$ cat src/rtl/alu_pkg.sv
// alu_pkg: definitions shared by the ALU datapath blocks.
//   div_state_t : sequencing states of the iterative divider
//   ALU_WIDTH   : default datapath width
//   ALU_OP_DIV  : ALU opcode that selects the divider
package alu_pkg;

    typedef enum logic [2:0] {
        ST_IDLE  = 3'd0,
        ST_RUN   = 3'd1,
        ST_ZERO  = 3'd2,
        ST_FIXUP = 3'd3,
        ST_DONE  = 3'd4
    } div_state_t;

    localparam int unsigned ALU_WIDTH  = 32;
    localparam logic [3:0]  ALU_OP_DIV = 4'b1101;

endpackage

$ cat src/rtl/div_trial_sub.sv
// div_trial_sub: combinational (WIDTH+1)-bit trial subtractor for the divider.
// It is built as an adder with the subtrahend inverted and carry-in 1.
// Ports:
//   i_a      [WIDTH:0]    minuend (shifted partial remainder)
//   i_b      [WIDTH:0]    subtrahend (zero-extended divisor)
//   o_diff   [WIDTH-1:0]  low WIDTH bits of i_a - i_b
//   o_borrow              MSB of the (WIDTH+1)-bit difference; 1 means i_a < i_b
module div_trial_sub #(
    parameter int unsigned WIDTH = 32
) (
    input  logic [WIDTH:0]   i_a,
    input  logic [WIDTH:0]   i_b,
    output logic [WIDTH-1:0] o_diff,
    output logic             o_borrow
);

    logic [WIDTH:0] w_sum;

    // The minuend is always below twice the subtrahend, so the MSB of the
    // difference equals the borrow.
    assign w_sum    = i_a + ~i_b + {{WIDTH{1'b0}}, 1'b1};
    assign o_diff   = w_sum[WIDTH-1:0];
    assign o_borrow = w_sum[WIDTH];

endmodule

$ cat src/rtl/seq_divider32.sv
// seq_divider32: iterative restoring divider, one quotient bit per clock, MSB first.
// Optional feature: define SEQ_DIVIDER32_SIGNED_EN to add the signed_op input
// (two's complement operands, with one extra FIXUP cycle on every operation).
// Ports:
//   clk, rst      clock, asynchronous active-high reset
//   start         request; sampled only when idle or finishing
//   dividend      numerator, captured on an accepted start
//   divisor       denominator, captured on an accepted start
//   signed_op     (optional) treat operands as two's complement
//   busy          high while the operation is in flight
//   done          one-cycle pulse when results become valid
//   quotient      result, held until the next done
//   remainder     result, held until the next done
//   div_by_zero   last operation had divisor 0
module seq_divider32
    import alu_pkg::*;
#(
    parameter int unsigned WIDTH = ALU_WIDTH,
    parameter int unsigned CNT_W = 6
) (
    input  logic             clk,
    input  logic             rst,
    input  logic             start,
    input  logic [WIDTH-1:0] dividend,
    input  logic [WIDTH-1:0] divisor,
`ifdef SEQ_DIVIDER32_SIGNED_EN
    input  logic             signed_op,
`endif
    output logic             busy,
    output logic             done,
    output logic [WIDTH-1:0] quotient,
    output logic [WIDTH-1:0] remainder,
    output logic             div_by_zero
);

    div_state_t       r_state;
    logic             r_busy;
    logic             r_done;
    logic             r_dbz;
    logic [WIDTH-1:0] r_quotient;
    logic [WIDTH-1:0] r_remainder;
    logic [WIDTH-1:0] r_q;
    logic [WIDTH-1:0] r_r;
    logic [WIDTH-1:0] r_divisor;
    logic [WIDTH-1:0] r_dividend;
    logic [CNT_W-1:0] r_cnt;
    logic             r_zero;

    logic [WIDTH-1:0] w_t;
    logic             w_borrow;
    logic [WIDTH-1:0] w_dvd_mag;
    logic [WIDTH-1:0] w_dsr_mag;

`ifdef SEQ_DIVIDER32_SIGNED_EN
    logic r_neg_q;
    logic r_neg_r;

    always_comb begin
        w_dvd_mag = dividend;
        w_dsr_mag = divisor;
        if (signed_op && dividend[WIDTH-1]) w_dvd_mag = '0 - dividend;
        if (signed_op && divisor[WIDTH-1])  w_dsr_mag = '0 - divisor;
    end
`else
    assign w_dvd_mag = dividend;
    assign w_dsr_mag = divisor;
`endif

    div_trial_sub #(
        .WIDTH(WIDTH)
    ) u_trial (
        .i_a      ({r_r, r_q[WIDTH-1]}),
        .i_b      ({1'b0, r_divisor}),
        .o_diff   (w_t),
        .o_borrow (w_borrow)
    );

    always_ff @(posedge clk or posedge rst) begin
        if (rst) begin
            r_state     <= ST_IDLE;
            r_busy      <= 1'b0;
            r_done      <= 1'b0;
            r_dbz       <= 1'b0;
            r_quotient  <= '0;
            r_remainder <= '0;
            r_q         <= '0;
            r_r         <= '0;
            r_divisor   <= '0;
            r_dividend  <= '0;
            r_cnt       <= '0;
            r_zero      <= 1'b0;
`ifdef SEQ_DIVIDER32_SIGNED_EN
            r_neg_q     <= 1'b0;
            r_neg_r     <= 1'b0;
`endif
        end else begin
            r_done <= 1'b0;
            case (r_state)
                ST_IDLE, ST_DONE: begin
                    // DONE publishes the finished result on the same edge that
                    // may accept the next request, giving back-to-back issue.
                    if (r_state == ST_DONE) begin
                        r_done      <= 1'b1;
                        r_quotient  <= r_q;
                        r_remainder <= r_r;
                        r_dbz       <= r_zero;
                    end
                    if (start) begin
                        r_dividend <= dividend;
                        r_divisor  <= w_dsr_mag;
                        r_q        <= w_dvd_mag;
                        r_r        <= '0;
                        r_cnt      <= CNT_W'(WIDTH);
                        r_zero     <= 1'b0;
                        r_busy     <= 1'b1;
`ifdef SEQ_DIVIDER32_SIGNED_EN
                        r_neg_q    <= signed_op & (dividend[WIDTH-1] ^ divisor[WIDTH-1]);
                        r_neg_r    <= signed_op & dividend[WIDTH-1];
`endif
                        r_state    <= (divisor == '0) ? ST_ZERO : ST_RUN;
                    end else begin
                        r_state <= ST_IDLE;
                    end
                end
                ST_RUN: begin
                    if (!w_borrow) begin
                        r_r <= w_t;
                        r_q <= {r_q[WIDTH-2:0], 1'b1};
                    end else begin
                        r_r <= {r_r[WIDTH-2:0], r_q[WIDTH-1]};
                        r_q <= {r_q[WIDTH-2:0], 1'b0};
                    end
                    r_cnt <= r_cnt - CNT_W'(1);
                    if (r_cnt == CNT_W'(1)) begin
`ifdef SEQ_DIVIDER32_SIGNED_EN
                        r_state <= ST_FIXUP;
`else
                        r_state <= ST_DONE;
                        r_busy  <= 1'b0;
`endif
                    end
                end
                ST_ZERO: begin
                    r_q     <= '1;
                    r_r     <= r_dividend;
                    r_zero  <= 1'b1;
                    r_busy  <= 1'b0;
                    r_state <= ST_DONE;
                end
`ifdef SEQ_DIVIDER32_SIGNED_EN
                ST_FIXUP: begin
                    if (r_neg_q) r_q <= '0 - r_q;
                    if (r_neg_r) r_r <= '0 - r_r;
                    r_busy  <= 1'b0;
                    r_state <= ST_DONE;
                end
`endif
                default: begin
                    r_busy  <= 1'b0;
                    r_state <= ST_IDLE;
                end
            endcase
        end
    end

    assign busy        = r_busy;
    assign done        = r_done;
    assign quotient    = r_quotient;
    assign remainder   = r_remainder;
    assign div_by_zero = r_dbz;

endmodule
$ cat config.mk
export PLATFORM = sky130hd
export DESIGN_NAME = seq_divider32
export DESIGN_NICKNAME = d
export VERILOG_FILES = /design/src/rtl/alu_pkg.sv /design/src/rtl/div_trial_sub.sv /design/src/rtl/seq_divider32.sv
export SDC_FILE = /design/constraint.sdc
export NUM_CORES = 1
export LEC_CHECK = 0
export ABC_AREA = 0
export CORE_ASPECT_RATIO = 0.9
export CORE_UTILIZATION = 55
export CTS_BUF_LIST = sky130_fd_sc_hd__clkbuf_4 sky130_fd_sc_hd__clkbuf_8
export DETAILED_ROUTE_END_ITERATION = 7
export PLACE_DENSITY_LB_ADDON = 0.15
export SYNTH_ARGS = -nofsm -noshare
export SYNTH_HDL_FRONTEND = slang
export SYNTH_SLANG_ARGS = --single-unit
$ cat constraint.sdc
create_clock -name clk -period 11.1 [get_ports clk]
set_clock_uncertainty 0.05 [all_clocks]
set_input_delay 1.11 -clock clk [delete_from_list [all_inputs] [get_ports clk]]
set_output_delay 1.11 -clock clk [all_outputs]
set_load 0.05 [all_outputs]
# [Word-level counts from Yosys, hierarchy flattened]
# Index checks and enable logic that the tools add are counted.
[op_classes] addsub=3 n_eq_ne=6 muxes=19 bitwise=1 n_reduce_logical=12
[op_table] op="$pmux 32 s3" n=2
[op_table] op="$mux 32" n=3
[op_table] op="$add 33x1->33 const B" n=1
[op_table] op="$add 33x33->33" n=1
[op_table] op="$not 32->33" n=1
[op_table] op="$logic_not 32->1" n=1
[op_table] op="$pmux 6 s2" n=1
[op_table] op="$reduce_and 2->1" n=6
[op_table] op="$pmux 3 s3" n=1
[op_table] op="$eq 6x1->1 const B" n=1
[op_table] op="$mux 1" n=6
[op_table] op="$mux 6" n=1
[op_table] op="$sub 6x1->6 const B" n=1
[op_table] op="$mux 2" n=2
[op_table] op="$ne 2x2->1 const B" n=2
[op_table] op="$pmux 1 s2" n=2
[op_table] op="$reduce_bool 2->1" n=2
[op_table] op="$eq 3x1->1 const B" n=1
[op_table] op="$eq 3x2->1 const B" n=1
[op_table] op="$eq 3x3->1 const B" n=1
[op_table] op="$logic_not 3->1" n=1
[op_table] op="$mux 3" n=1
[op_table] op="$reduce_bool 3->1" n=1
[op_table] op="$reduce_or 2->1" n=1
[totals] reg_bits=205 out_inout_bits=67

# [Longest topological paths before layout]
# Gate-level depths: netlist of the first run.
[depth] ltp_word=5 mapped_depth=13 ltp_nobuf=12

# [Cells and area by module]
# From an unflattened synthesis of the first run, not the netlist that was laid out.
[hier_totals] hier_cells=1029 area_unflattened_um2=10463.8
[modules_own_cells] module="seq_divider32" n_inst=1 cells_per_inst=721 area_each_um2=8425.6
[modules_own_cells] module="div_trial_sub" n_inst=1 cells_per_inst=308 area_each_um2=2038.2

# [Least setup slack after synthesis of the first run]
# No wires, ideal clock.
[synth_timing] kind="register to register" startpoint="register r_q[31]" endpoint="register r_r[2]" setup_time_ps=132 arrival_time_ps=2848 required_ps=10918 path_slack_ps=8070 path_stages_with_launch=14 synth_period_minus_slack_ps=3030 cell_sequence="dfrtp_1 -> inv_1 -> ha_1 -> fa_1 -> and2b_1 -> o31ai_2 -> a2bb2oi_4 -> a21oi_4 -> o311ai_4 -> a31oi_4 -> xnor2_4 -> buf_4 -> mux2i_1 -> o21ai_1"
[synth_via] elab_chain_len=4
[synth_rtl] element="start, declared" line="seq_divider32.sv:42" text="logic [WIDTH-1:0] r_q;"
[synth_rtl] element="start signal, assigned" line="seq_divider32.sv:111" text="r_q <= w_dvd_mag;"
[synth_rtl] element="start signal, assigned" line="seq_divider32.sv:128" text="r_q <= {r_q[WIDTH-2:0], 1'b1};"
[synth_rtl] element="start signal, assigned" line="seq_divider32.sv:131" text="r_q <= {r_q[WIDTH-2:0], 1'b0};"
[synth_rtl] element="$add 33x33->33" line="div_trial_sub.sv:21" text="assign w_sum = i_a + ~i_b + {{WIDTH{1'b0}}, 1'b1};"
[synth_rtl] element="$add 33x1->33" line="div_trial_sub.sv:21"
[synth_rtl] element="$mux 32" line="seq_divider32.sv:126" text="if (!w_borrow) begin"
[synth_rtl] element="$pmux 32 s3" line="seq_divider32.sv:98" text="case (r_state)"
[synth_rtl] element="end signal, assigned" line="seq_divider32.sv:127" text="r_r <= w_t;"
[synth_rtl] element="end signal, assigned" line="seq_divider32.sv:130" text="r_r <= {r_r[WIDTH-2:0], r_q[WIDTH-1]};"
[synth_rtl] element="end signal, assigned" line="seq_divider32.sv:145" text="r_r <= r_dividend;"
[synth_rtl] element="end, declared" line="seq_divider32.sv:43" text="logic [WIDTH-1:0] r_r;"
# Every way passes these cells.
# A chain may end at the register's enable or synchronous reset.

# [Worst setup path in the final report of the first run]
[layout_timing] startpoint="register r_q[31]" endpoint="register r_r[0]"
[layout_via] elab_chain_len=4
[layout_rtl] element="$add 33x33->33" line="div_trial_sub.sv:21"
[layout_rtl] element="$add 33x1->33" line="div_trial_sub.sv:21"
[layout_rtl] element="$mux 32 (*)" line="seq_divider32.sv:126"
[layout_rtl] element="$pmux 32 s3 (*)" line="seq_divider32.sv:98"
# Every way passes the cells marked *; elsewhere a longest branch is shown, timed or not.

==> impl_metrics.json, run 1 <==
{
  "outcome": "finished, final reports clean",
  "htreeDepth": 2,
  "maxSlewHeadroom_pct": 34.2,
  "cp-endpoint": "r_r[0]",
  "antenna_left": 0,
  "critPathLaunch": "r_q[31]",
  "synth_nets": 1105,
  "syn_avg_cell_area_um2": 10.1,
  "r2r_setup_slack_ns": 7.52,
  "cts_sinks": 205,
  "yosysTopAreaCell": "dfrtp_1",
  "synth_top_area_share_pct": 50.7,
  "clockRootBuffer": "clkbuf_8",
  "grt_max_degree": 128,
  "fin_tns_setup_ns": 0,
  "synth_seq_area_share_pct": 50.7,
  "tritoncts": "built",
  "rr_startpoint": "r_q[31]",
  "via_per_inst": 5.79,
  "crit_path_end_kind": "register",
  "initial_utilization_pct": 56.9,
  "die-width_um": 145,
  "drv_slew": 0,
  "yosysWarnings": 0,
  "vias": 8043,
  "dr.pass1.iters": 5,
  "fin_nets": 1227,
  "insertion_delay_ns": 0.54,
  "die_area_um2": 18900,
  "syn2layout_area_growth_pct": 22.3,
  "layout_commonest_cell": "dfrtp_1",
  "r2r_cells": 13,
  "finalHoldViolCount": 0,
  "cts_setup_buffers": 0,
  "async_flop_share_pct": 100,
  "antenna_found_initial": 0,
  "ys_seq_elements": 205,
  "final_cell_mix": "dfrtp_1, nand2_1, clkdlybuf4s50_1",
  "synthTopCellsByArea": "dfrtp_1, mux2_2, nand2_1",
  "cp.arrival_ns": 3.98,
  "wl_per_cell_um": 18.4,
  "clockBufferDepth": 3,
  "grt_pass1_wl_mm": 41.6,
  "critPathMaxFanout": 36,
  "io_pins": 134,
  "rows": 46,
  "cts-resized-gates": 0,
  "cts_hold_buf": 0,
  "critical_path_class": "register to register",
  "clk_pin_slew_ns": 0.06,
  "synthesis.instances": 1003,
  "gr-total-overflow": 0,
  "grt_use_total_pct": 27.9,
  "cts_buffers": 36,
  "grt_pass1_vias": 7785,
  "syn_area_um2": 10100,
  "core_um2": 17800,
  "synthDistinctLibCells": 61,
  "die_y_um": 131,
  "hold_class": "register to register",
  "gp_congestion": 0.881,
  "maxCapViolations": 0,
  "worst_hold_slack_ns": 0.432,
  "synth_top_flop_cell": "dfrtp_1",
  "synth_edf_count": 0,
  "worstSetupStartpointType": "register",
  "antenna_cells": 0,
  "routed_wl_mm": 25.5,
  "max_freq_mhz": 279,
  "tightest_slew_ns": 0.987,
  "drive_gt1_share_pct": 13.4,
  "worst_r2r_endpoint": "r_r[0]",
  "first_iter_violations": 638,
  "drc": 0,
  "post-route-period-util_pct": 32.3,
  "place_hpwl_mm": 17.3,
  "period_needed_ns": 3.58,
  "finalSetupViolations": 0,
  "port-buffer-count": 133,
  "rsz0062_at_grt": "no",
  "cp.required_ns": 11.50
}
-- cells in the mapped netlist, types with 13 or more instances --
cell type / instances
a21o_1: 13
a21oi_1: 51
a22oi_1: 32
a31oi_1: 40
clkbuf_1: 50
dfrtp_1: 205
ha_1: 34
inv_1: 43
mux2_2: 65
mux2i_1: 30
nand2_1: 166
nor2_1: 59
o21ai_0: 49
o21ai_1: 32
xnor2_1: 17
-- logic make-up (layout without fill, tap and decap cells) --
| family | Yosys count | count (layout) | synth area share [%] |
|---|---|---|---|
| AND/OR/NAND/NOR | 287 | 287 | 12.1 |
| multiplexers | 97 | 97 | 10.4 |
| adder cells (fa/ha/maj) | 35 | 35 | 4.40 |
| buffers and inverters | 101 | 248 | 3.93 |
| flip-flops | 205 | 205 | 50.7 |
| AO/OA/AOI/OAI | 252 | 252 | 15.9 |
| XOR/XNOR | 26 | 26 | 2.44 |
-- registers in the layout, indices dropped and copies added (netlist names) --
name / cells
r_q: 32
r_divisor: 32
r_state: 3
r_cnt: 6
quotient: 32
r_zero: 1
remainder: 32
busy: 1
div_by_zero: 1
r_r: 32
r_dividend: 32
done: 1
-- routing by layer --
layer,up-vias,share of wire (%),routed length (um),GRT usage [%]
met1,3932,48,12400,42.3
met3,42,7.4,1900,5.56
met5,-,0,0,0
li1,3780,-,-,-
met2,289,42,10800,40.5
met4,0,1.8,464,8.01
-- worst min-delay path by stage --
| stage | start | to | slack [ns] | depth (start not counted) |
|---|---|---|---|---|
| floorplan | r_zero | r_zero | 0.39 | 1 |
| global placement | r_dividend[26] | r_dividend[26] | 0.41 | 2 |
| detailed placement | r_dividend[31] | r_dividend[31] | 0.42 | 2 |
| CTS | r_zero | r_zero | 0.43 | 1 |
| global route | r_zero | r_zero | 0.45 | 1 |
| finish | r_zero | r_zero | 0.43 | 1 |
-- area by class of cell --
cell class                      instances  area, um^2
Fill cell                            1356        5410
Sequential cell                       205        5130
Multi-Input combinational cell        697        4600
Timing Repair Buffer                  142        1400
Clock buffer                           59         737
Tap cell                              240         300
Inverter                               43         169
Clock inverter                          4        35.0
-- worst max-delay path, cell delays in order, from the launching register on --
cell	delay, ns
dfrtp_1	0.36
inv_1	0.06
ha_1	0.22
fa_1	0.41
and2b_1	0.24
o31ai_2	0.10
a2bb2oi_4	0.22
a21oi_4	0.11
o311ai_4	0.38
a31oi_4	0.17
xnor2_4	0.14
buf_4	0.53
mux2_1	0.38
o21ai_1	0.12
-- through the flow --
step | utilization [%] | worst slack, ns | instance area (um^2) | cells
CTS | 69.6 | 7.52 | 12400 | 1390
global placement | 65.2 | 7.65 | 11600 | 1327
finish | 69.6 | 7.52 | 12400 | 1390
floorplan | - | 4.34 | 10100 | 1003
detailed placement | 65.2 | 7.57 | 11600 | 1327
global route | 69.6 | 7.34 | 12400 | 1390
Power of run 1 is left out: the tool's default activity adds up to more than one toggle a clock period on the data nets, which glitch-free logic cannot reach.
==> inputs of run 2 (changes only) <==
==> constraint.sdc (replaced) <==
create_clock -name clk -period 3.3 [get_ports clk]
set_clock_uncertainty 0.05 [all_clocks]
set_input_delay 0.33 -clock clk [delete_from_list [all_inputs] [get_ports clk]]
set_output_delay 0.33 -clock clk [all_outputs]
set_load 0.05 [all_outputs]
==> run 2 against run 1 <==
Non-clock buffer count grew 18. Via count grew 0.15%. Die area is the same. Utilization grew 1.2 points. Maximum frequency grew 13%. Cell count grew 0.86%. First-iteration DRC count shrank 22%. Highest routed layer unchanged. Design area grew 1.7%. Wire length shrank 0.91%. Critical path type unchanged. Clock-buffer cell count shrank 8. Flip-flop and latch count is the same.
==> impl_metrics.json, run 2 (same netlist as run 1, synthesis figures left out) <==
{
  "clk_pin_slew_ns": 0.07,
  "fin_tns_setup_ns": 0,
  "pwr-share-seq_pct": 27.9,
  "core_um2": 17800,
  "max_freq_mhz": 315,
  "io_pins": 134,
  "insertion_delay_ns": 0.54,
  "grt_max_degree": 49,
  "htreeDepth": 2,
  "slowest_stage": "fa_1",
  "syn2layout_area_growth_pct": 24.4,
  "worst_path_largest_cell_delay_ns": 0.42,
  "critical_path.top_delay_family": "compound AO/OA/AOI/OAI gates",
  "final_core_util_pct": 70.7,
  "cts_sinks": 205,
  "rows": 46,
  "tritoncts": "built",
  "n_fill_cell": 1358,
  "die_area_um2": 18900,
  "vias": 8055,
  "p_total_mw": 16.3,
  "setup_ws_ns": 0.129,
  "pre_cts_ws_ns": 0.0799,
  "p_sw_share_pct": 44.7,
  "antenna_found_initial": 0,
  "period_needed_ns": 3.17,
  "grt_pass1_wl_mm": 40.1,
  "instances_no_fill": 1402,
  "hold_class": "primary input to async pin",
  "crit_path_cell_trace": "inv_1 -> ha_1 -> fa_1 -> and2b_1 -> o31ai_2 -> a2bb2oi_4 -> a21oi_4 -> o311ai_4 -> a31oi_4 -> xnor2_4 -> buf_12 -> buf_12 -> mux2_1 -> o21ai_1",
  "finalHoldViolCount": 0,
  "combPwrFrac_pct": 57.6,
  "worst_hold_slack_ns": 0.266,
  "drc": 0,
  "gp_congestion": 0.896,
  "finalSetupViolations": 0,
  "initial_utilization_pct": 56.9,
  "fin_nets": 1243,
  "drv_slew": 0,
  "pwr-share-clk_pct": 14.5,
  "antenna_left": 0,
  "final_cell_mix": "dfrtp_1, nand2_1, clkdlybuf4s50_1",
  "cp_common_cell": "buf_12",
  "p_per_area_nw_per_um2": 1290,
  "clockBufferDepth": 3,
  "final_cell_area_um2": 12600,
  "port-buffer-count": 133,
  "wl_per_cell_um": 18.0,
  "cp.required_ns": 3.72,
  "die-width_um": 145,
  "worstSetupStartpointType": "register",
  "p_leak_nw": 5.67,
  "path_buf_inv": 3,
  "outcome": "finished, final reports clean",
  "tightest_slew_ns": 0.839,
  "clockRootBuffer": "clkbuf_8",
  "die_y_um": 131,
  "cp.arrival_ns": 3.59,
  "critPathMaxFanout": 7,
  "critical_path_class": "register to register",
  "regArea_um2": 5130,
  "dp.cells": 1341,
  "routed_wl_mm": 25.3,
  "place_hpwl_mm": 17.7,
  "via_per_inst": 5.75,
  "p_int_mw": 9.00,
  "ir_drop_uv": 690,
  "first_iter_violations": 498,
  "maxCapViolations": 0,
  "dr.pass1.iters": 5,
  "crit_path_end_kind": "register",
  "grt_pass1_vias": 7727,
  "antenna_cells": 0,
  "multi_input_comb_area_um2": 4610,
  "place_area_um2": 11800,
  "drive_gt1_share_pct": 14.4,
  "grt_use_total_pct": 26.8,
  "maxSlewHeadroom_pct": 44.0,
  "switchingPower_mw": 7.28,
  "gr-total-overflow": 0,
  "post-route-period-util_pct": 96.1,
  "cts_buffers": 34,
  "layout_commonest_cell": "dfrtp_1"
}
[run 2: cell count changes in the layout (fill, tap and decap cells not counted), sizes merged]
| cell | before | now |
|---|---|---|
| clkinvlp | 0 | 1 |
| buf | 9 | 26 |
| bufinv | 0 | 1 |
| clkbuf | 59 | 52 |
[run 2: final timing paths]
path                               start        endpoint  slack [ns]  cells past startpoint
hold / removal                       rst          r_q[3]        0.27                      2
setup reg to reg                 r_q[31]          r_r[1]        0.13                     14
hold reg to reg            r_dividend[5]   r_dividend[5]        0.43                      2
setup / recovery                 r_q[31]          r_r[1]        0.13                     14
min in group clk            dividend[21]  r_dividend[21]        0.33                      3
max in group asynchronous            rst    quotient[20]        2.12                      3
[run 2: power groups by stage]
stage                     clock network (mW)  logic (mW)  registers, mW
final                                   2.36        9.38           4.54
after global routing                    2.51        10.2           4.67
after CTS                               2.40        9.10           4.53
after detailed placement                   0        9.05           4.55
after global placement                     0        8.87           4.53
after floorplan                            0        5.52           5.62
[run 2: repair_timing]
item                                   in CTS  in global routing
endpoints found under the hold margin       0                  0
gates resized for setup                     0                  2
hold buffers                                0                  0
setup endpoints to repair                   0                 28
setup buffers                               0                  3
[run 2: final cells by class]
type,count,area share [%]
flip-flops and latches,205,40.8
multi-input cells,697,36.6
repair buffers,160,13.2
clock buffers,51,5.18
well taps,240,2.39
inverters,43,1.31
clock inverters,6,0.547
[run 2: routing by layer]
layer | global-route usage (%) | wire (um) | vias to the layer above
li1 | - | - | 3810
met1 | 39.2 | 11900 | 3944
met2 | 40.6 | 11300 | 271
met3 | 5.14 | 1770 | 30
met4 | 8.01 | 353 | 0
met5 | 0 | 0 | -
(Power assumes the default switching activity.)
==> inputs of run 3 (changes only) <==
--- a/config.mk
+++ b/config.mk
@@ -7,6 +7,7 @@
 export LEC_CHECK = 0
 export ABC_AREA = 0
 export CORE_ASPECT_RATIO = 0.9
+export CORE_MARGIN = 1
 export CORE_UTILIZATION = 55
 export CTS_BUF_LIST = sky130_fd_sc_hd__clkbuf_4 sky130_fd_sc_hd__clkbuf_8
 export DETAILED_ROUTE_END_ITERATION = 7
==> results of run 3 <==
The final DEF is identical to that of run 2; final timing and power are the same.
